<file path="src/rtl/edge_debounce_pkg.sv">
// Shared types and sizing helpers for the multi-channel edge debounce detector.
package edge_debounce_pkg;

    typedef enum logic [1:0] {
        EDGE_NONE = 2'b00,
        EDGE_RISE = 2'b01,
        EDGE_FALL = 2'b10,
        EDGE_BOTH = 2'b11
    } edge_mode_t;

    // Counter must hold DEBOUNCE_CYCLES-1 and never collapse to zero width.
    function automatic int cnt_width(input int cycles);
        return (cycles <= 2) ? 1 : $clog2(cycles);
    endfunction

endpackage

</file>
<file path="src/rtl/edge_debounce_if.sv">
// Bundle of channel inputs and detector outputs between pads and register/irq logic.
interface edge_debounce_if #(
    parameter int WIDTH = 8
) (
    input logic clk,
    input logic n_rst
);
    import edge_debounce_pkg::*;

    logic [WIDTH-1:0]   signal;
    logic [2*WIDTH-1:0] mode;
    logic [WIDTH-1:0]   clr;
    logic [WIDTH-1:0]   filtered;
    logic [WIDTH-1:0]   pos_edge;
    logic [WIDTH-1:0]   neg_edge;
    logic [WIDTH-1:0]   pending;
    logic               irq;

    modport tester (
        input  clk, n_rst,
        output signal, mode, clr,
        input  filtered, pos_edge, neg_edge, pending, irq
    );

    modport dut (
        input  clk, n_rst,
        input  signal, mode, clr,
        output filtered, pos_edge, neg_edge, pending, irq
    );

endinterface

</file>
<file path="src/rtl/edge_debounce_chan.sv">
// One channel: synchroniser, debounce counter, filtered level, edge pulses and sticky pending flag.
module edge_debounce_chan
    import edge_debounce_pkg::*;
#(
    parameter int SYNC_STAGES     = 2,
    parameter int DEBOUNCE_CYCLES = 4
) (
    input  logic       clk,
    input  logic       n_rst,
    input  logic       i_signal,
    input  logic [1:0] i_mode,
    input  logic       i_clr,
    output logic       o_filtered,
    output logic       o_pos_edge,
    output logic       o_neg_edge,
    output logic       o_pending
);

    localparam int              CNT_W   = cnt_width(DEBOUNCE_CYCLES);
    localparam logic [CNT_W-1:0] CNT_MAX = CNT_W'(DEBOUNCE_CYCLES - 1);

    logic [SYNC_STAGES-1:0] r_sync;
    logic [CNT_W-1:0]       r_cnt;
    logic                   r_filtered;
    logic                   r_pos_edge;
    logic                   r_neg_edge;
    logic                   r_pending;

    edge_mode_t w_mode;
    logic       w_sync_q;
    logic       w_differs;
    logic       w_accept;
    logic       w_rise;
    logic       w_fall;
    logic       w_set;

    assign w_mode    = edge_mode_t'(i_mode);
    assign w_sync_q  = r_sync[SYNC_STAGES-1];
    assign w_differs = (w_sync_q != r_filtered);
    assign w_accept  = w_differs && (r_cnt == CNT_MAX);
    assign w_rise    = w_accept && w_sync_q;
    assign w_fall    = w_accept && !w_sync_q;
    assign w_set     = (w_rise && (w_mode == EDGE_RISE || w_mode == EDGE_BOTH))
                    || (w_fall && (w_mode == EDGE_FALL || w_mode == EDGE_BOTH));

    always_ff @(posedge clk or negedge n_rst) begin
        if (!n_rst) begin
            r_sync     <= '0;
            r_cnt      <= '0;
            r_filtered <= 1'b0;
            r_pos_edge <= 1'b0;
            r_neg_edge <= 1'b0;
            r_pending  <= 1'b0;
        end else begin
            r_sync <= {r_sync[SYNC_STAGES-2:0], i_signal};

            // Any return to the filtered level, or an acceptance, restarts the count.
            if (!w_differs || w_accept) begin
                r_cnt <= '0;
            end else begin
                r_cnt <= r_cnt + CNT_W'(1);
            end

            if (w_accept) begin
                r_filtered <= w_sync_q;
            end

            r_pos_edge <= w_rise;
            r_neg_edge <= w_fall;

            // A new edge outranks a clear sampled on the same cycle.
            if (w_set) begin
                r_pending <= 1'b1;
            end else if (i_clr) begin
                r_pending <= 1'b0;
            end
        end
    end

    assign o_filtered = r_filtered;
    assign o_pos_edge = r_pos_edge;
    assign o_neg_edge = r_neg_edge;
    assign o_pending  = r_pending;

endmodule

</file>
<file path="src/rtl/edge_debounce_detector.sv">
// WIDTH independent debounced edge-detect channels with one aggregated interrupt.
module edge_debounce_detector
    import edge_debounce_pkg::*;
#(
    parameter int WIDTH           = 8,
    parameter int SYNC_STAGES     = 2,
    parameter int DEBOUNCE_CYCLES = 4
) (
    input  logic         clk,
    input  logic         n_rst,
    edge_debounce_if.dut bus
);

    logic [WIDTH-1:0] w_filtered;
    logic [WIDTH-1:0] w_pos_edge;
    logic [WIDTH-1:0] w_neg_edge;
    logic [WIDTH-1:0] w_pending;

    for (genvar i = 0; i < WIDTH; i++) begin : g_chan
        edge_debounce_chan #(
            .SYNC_STAGES     (SYNC_STAGES),
            .DEBOUNCE_CYCLES (DEBOUNCE_CYCLES)
        ) u_chan (
            .clk        (clk),
            .n_rst      (n_rst),
            .i_signal   (bus.signal[i]),
            .i_mode     (bus.mode[2*i +: 2]),
            .i_clr      (bus.clr[i]),
            .o_filtered (w_filtered[i]),
            .o_pos_edge (w_pos_edge[i]),
            .o_neg_edge (w_neg_edge[i]),
            .o_pending  (w_pending[i])
        );
    end

    assign bus.filtered = w_filtered;
    assign bus.pos_edge = w_pos_edge;
    assign bus.neg_edge = w_neg_edge;
    assign bus.pending  = w_pending;
    assign bus.irq      = |w_pending;

endmodule

</file>
<file path="src/flat_wrapper.sv">
// flat-port wrapper written by rule: the top's interface ports become plain ports
module edge_debounce_detector_flat import edge_debounce_pkg::*;
#(
    parameter int WIDTH           = 8,
    parameter int SYNC_STAGES     = 2,
    parameter int DEBOUNCE_CYCLES = 4
)
  (clk, n_rst, bus_signal, bus_mode, bus_clr, bus_filtered, bus_pos_edge, bus_neg_edge, bus_pending, bus_irq);
  edge_debounce_if #(.WIDTH(WIDTH)) bus_i (.clk(clk), .n_rst(n_rst));
  input  logic clk;
  input  logic n_rst;
  input wire logic [$bits(bus_i.signal)-1:0] bus_signal;
  input wire logic [$bits(bus_i.mode)-1:0] bus_mode;
  input wire logic [$bits(bus_i.clr)-1:0] bus_clr;
  output wire logic [$bits(bus_i.filtered)-1:0] bus_filtered;
  output wire logic [$bits(bus_i.pos_edge)-1:0] bus_pos_edge;
  output wire logic [$bits(bus_i.neg_edge)-1:0] bus_neg_edge;
  output wire logic [$bits(bus_i.pending)-1:0] bus_pending;
  output wire logic [$bits(bus_i.irq)-1:0] bus_irq;
  assign bus_i.signal = bus_signal;
  assign bus_i.mode = bus_mode;
  assign bus_i.clr = bus_clr;
  assign bus_filtered = bus_i.filtered;
  assign bus_pos_edge = bus_i.pos_edge;
  assign bus_neg_edge = bus_i.neg_edge;
  assign bus_pending = bus_i.pending;
  assign bus_irq = bus_i.irq;
  edge_debounce_detector #(.WIDTH(WIDTH), .SYNC_STAGES(SYNC_STAGES), .DEBOUNCE_CYCLES(DEBOUNCE_CYCLES)) u_core (.clk(clk), .n_rst(n_rst), .bus(bus_i));
endmodule
</file>
<file path="config.mk">
export PLATFORM = sky130hd
export DESIGN_NAME = edge_debounce_detector_flat
export DESIGN_NICKNAME = d
export VERILOG_FILES = /design/src/rtl/edge_debounce_pkg.sv /design/src/rtl/edge_debounce_if.sv /design/src/rtl/edge_debounce_chan.sv /design/src/rtl/edge_debounce_detector.sv /design/src/flat_wrapper.sv
export SDC_FILE = /design/constraint.sdc
export NUM_CORES = 1
export LEC_CHECK = 0
export CAP_MARGIN = 25
export CORE_MARGIN = 1
export CORE_UTILIZATION = 50
export DETAILED_ROUTE_END_ITERATION = 8
export PLACE_DENSITY_LB_ADDON = 0.15
export SETUP_SLACK_MARGIN = 0.3
export SYNTH_ARGS = -nofsm -noshare
export SYNTH_HDL_FRONTEND = slang
export SYNTH_SLANG_ARGS = --single-unit
export TNS_END_PERCENT = 100
</file>
<file path="constraint.sdc">
create_clock -name clk -period 3.95 [get_ports clk]
set_clock_uncertainty 0.1 [all_clocks]
set_input_delay 0.79 -clock clk [delete_from_list [all_inputs] [get_ports clk]]
set_output_delay 0.79 -clock clk [all_outputs]
set_load 0.03 [all_outputs]
</file>
==> impl_metrics.json <==
{
  "status": "finished clean",
  "clockBufferDepth": 2,
  "synth_cell_types": 12,
  "cap_violations": 0,
  "required_ns": 3.06,
  "die_area_sq_um": 5260,
  "ys_async_sr_fraction_pct": 100,
  "ctsResizeCount": 0,
  "overflow": 0,
  "regArea_sq_um": 1600,
  "syn_nets": 213,
  "r2r.worst_path.cells": 3,
  "fin_crit_ns": 2.76,
  "ant_nets": 0,
  "grt_max_degree": 43,
  "fin_setup_tns_ns": 0,
  "cts_hold_buf": 0,
  "ys_top_cells_by_area": "dfrtp_1 (64%), buf_4 (9.7%), and3b_1 (5.6%)",
  "ys_ff_latch": 64,
  "drtIter0Drc": 60,
  "drc": 0,
  "num_antenna_cells": 0,
  "clk_latency_ns": 0.33,
  "synth_top_area_share_pct": 64.4,
  "synth-edff-count": 0,
  "vias": 1405,
  "synth_common_cells": "dfrtp_1 (64), buf_4 (32), and3b_1 (16)",
  "critical_path_class": "reg -> out",
  "synth_top_area_cell": "dfrtp_1",
  "area_growth_pct": 28.6,
  "critPathCaptureType": "output port",
  "slew_viol_final": 0,
  "power_mw": 2.04,
  "power_density_nw_per_um2": 636,
  "antenna_found_initial": 0,
  "gp_congestion": 0.772,
  "final_nets": 259,
  "p_leak_nw": 1.50,
  "grt_usage_pct": 17.4,
  "synth_flop_cell": "dfrtp_1",
  "clock_sinks": 64,
  "hpwl_mm": 3.00,
  "drive_above_1_share_pct": 7.69,
  "achievable-frequency_mhz": 362,
  "syn-cell-area_sq_um": 2490,
  "ios": 67,
  "initial_utilization_pct": 52.3,
  "arrival_ns": 1.87,
  "maxSlewHeadroom_pct": 39.9,
  "cts_setup_buffers": 0,
  "fp.dieW_um": 72.6,
  "dieHeight_um": 72.6,
  "setup_viol": 0,
  "finalHoldViolCount": 0,
  "peakVddDrop_mv": 0.444,
  "cts_root_buf": "clkbuf_8",
  "rsz0062_at_grt": "false",
  "timing.final.crit_share_pct": 69.9,
  "io_buffers": 66,
  "hp-class": "reg -> reg",
  "cts.clk_slew.worst_paths_ns": 0.06,
  "yosysWarnings": 0,
  "hold_depth": 0,
  "viasPerCell": 4.88,
  "avgSynthCellArea_sq_um": 14.6,
  "rows": 25,
  "tightest_slew_ns": 0.902,
  "setup.worst_path.start_class": "register",
  "yosysMostFrequentCell": "dfrtp_1",
  "syn_inst": 171,
  "cts_tree": "built",
  "core_area_sq_um": 4750,
  "ys_seq_area_share_pct": 64.4,
  "routed_wl_mm": 4.07,
  "first_global_vias": 1439,
  "nFillCells": 334,
  "multi_input_area_sq_um": 647,
  "grt_pass1_wl_mm": 6.47,
  "dr.pass1.iters": 4,
  "htreeDepth": 3,
  "cts-buffers-inserted": 9,
  "wl_per_cell_um": 14.1,
  "cp_max_fo": 3
}
==> worst max-delay path: stages (launching register included) <==
cell	delay, ns
dfrtp_1	0.39
nor4_1	0.45
nand2_1	0.08
clkdlybuf4s50_1	0.62
==> state kept, by name, summed over array words and instances, names as in the netlist <==
name,flops
u_core.g_chan.u_chan.o_filtered,8
u_core.g_chan.u_chan.o_neg_edge,8
u_core.g_chan.u_chan.o_pos_edge,8
u_core.g_chan.u_chan.o_pending,8
u_core.g_chan.u_chan.r_sync,16
u_core.g_chan.u_chan.r_cnt,16
==> cells in the final DEF, fill, tap and decap left out <==
master	n
dfrtp_1	64
and3b_1	16
a221o_1	8
nor3_1	8
nor3b_1	8
xnor2_1	8
clkinv_2	2
bufinv_16	1
nor2b_1	8
nor4_1	2
clkdlybuf4s50_1	65
mux2_1	8
buf_4	1
nand2_1	1
clkbuf_8	12
ha_1	8
buf_2	1
==> per-layer routing <==
layer / GRT usage (%) / up-vias / routed length [um]
met5: 0 / - / 0
met4: 8.50 / 0 / 64
met3: 7.50 / 7 / 266
met2: 29.6 / 44 / 2120
met1: 18.5 / 694 / 1630
li1: - / 660 / -
==> cells by family (layout without fill, tap and decap cells) <==
group	count (synthesis)	after routing	share of synthesized area (%)
flip-flops	64	64	64.4
AND/OR/NAND/NOR	43	43	12.3
buffers and inverters	32	82	9.65
adder cells (fa/ha/maj)	8	8	4.02
AO/OA/AOI/OAI	8	8	3.22
XOR/XNOR	8	8	2.82
multiplexers	8	8	3.62
==> metrics by stage <==
| stage | cell area, sq um | util [%] | hold WS, ns | setup WS [ns] | instances |
|---|---|---|---|---|---|
| 2_1_floorplan | 2490 | - | 0.231 | 2.21 | 171 |
| 3_3_place_gp | 3000 | 63.0 | 0.232 | 1.61 | 273 |
| 3_5_place_dp | 3000 | 63.0 | 0.236 | 1.55 | 273 |
| 4_1_cts | 3200 | 67.3 | 0.251 | 1.18 | 288 |
| 5_1_grt | 3200 | 67.3 | 0.252 | 1.13 | 288 |
| 6_report | 3200 | 67.3 | 0.248 | 1.19 | 288 |
==> worst paths after layout <==
kind / slack (ns) / end / from
worst max-delay path: 1.19 / bus_irq / u_core.g_chan[2].u_chan.o_pending
worst min-delay path: 0.25 / u_core.g_chan[3].u_chan.r_sync[1] / u_core.g_chan[3].u_chan.r_sync[0]
worst max register to register: 2.51 / u_core.g_chan[3].u_chan.o_pending / u_core.g_chan[3].u_chan.r_cnt[0]
worst min register to register: 0.25 / u_core.g_chan[3].u_chan.r_sync[1] / u_core.g_chan[3].u_chan.r_sync[0]
max in group asynchronous: 2.42 / u_core.g_chan[5].u_chan.o_pos_edge / n_rst
min in group asynchronous: 0.49 / u_core.g_chan[1].u_chan.o_pos_edge / n_rst
==> where the power goes <==
part | leakage (nW) | switching [mW] | internal [mW]
clock network | 0.108 | 0.225 | 0.337
registers | 0.822 | 0.0979 | 0.791
logic | 0.574 | 0.295 | 0.290
total | 1.50 | 0.618 | 1.42
==> cell type report <==
cell class | count | area share [%]
Clock inverter | 3 | 1.25
Clock buffer | 12 | 5.16
Sequential cell | 64 | 50.0
Multi-Input combinational cell | 75 | 20.2
Timing Repair Buffer | 67 | 20.7
Tap cell | 67 | 2.62
No activity file was read; power rests on OpenSTA's default activity.
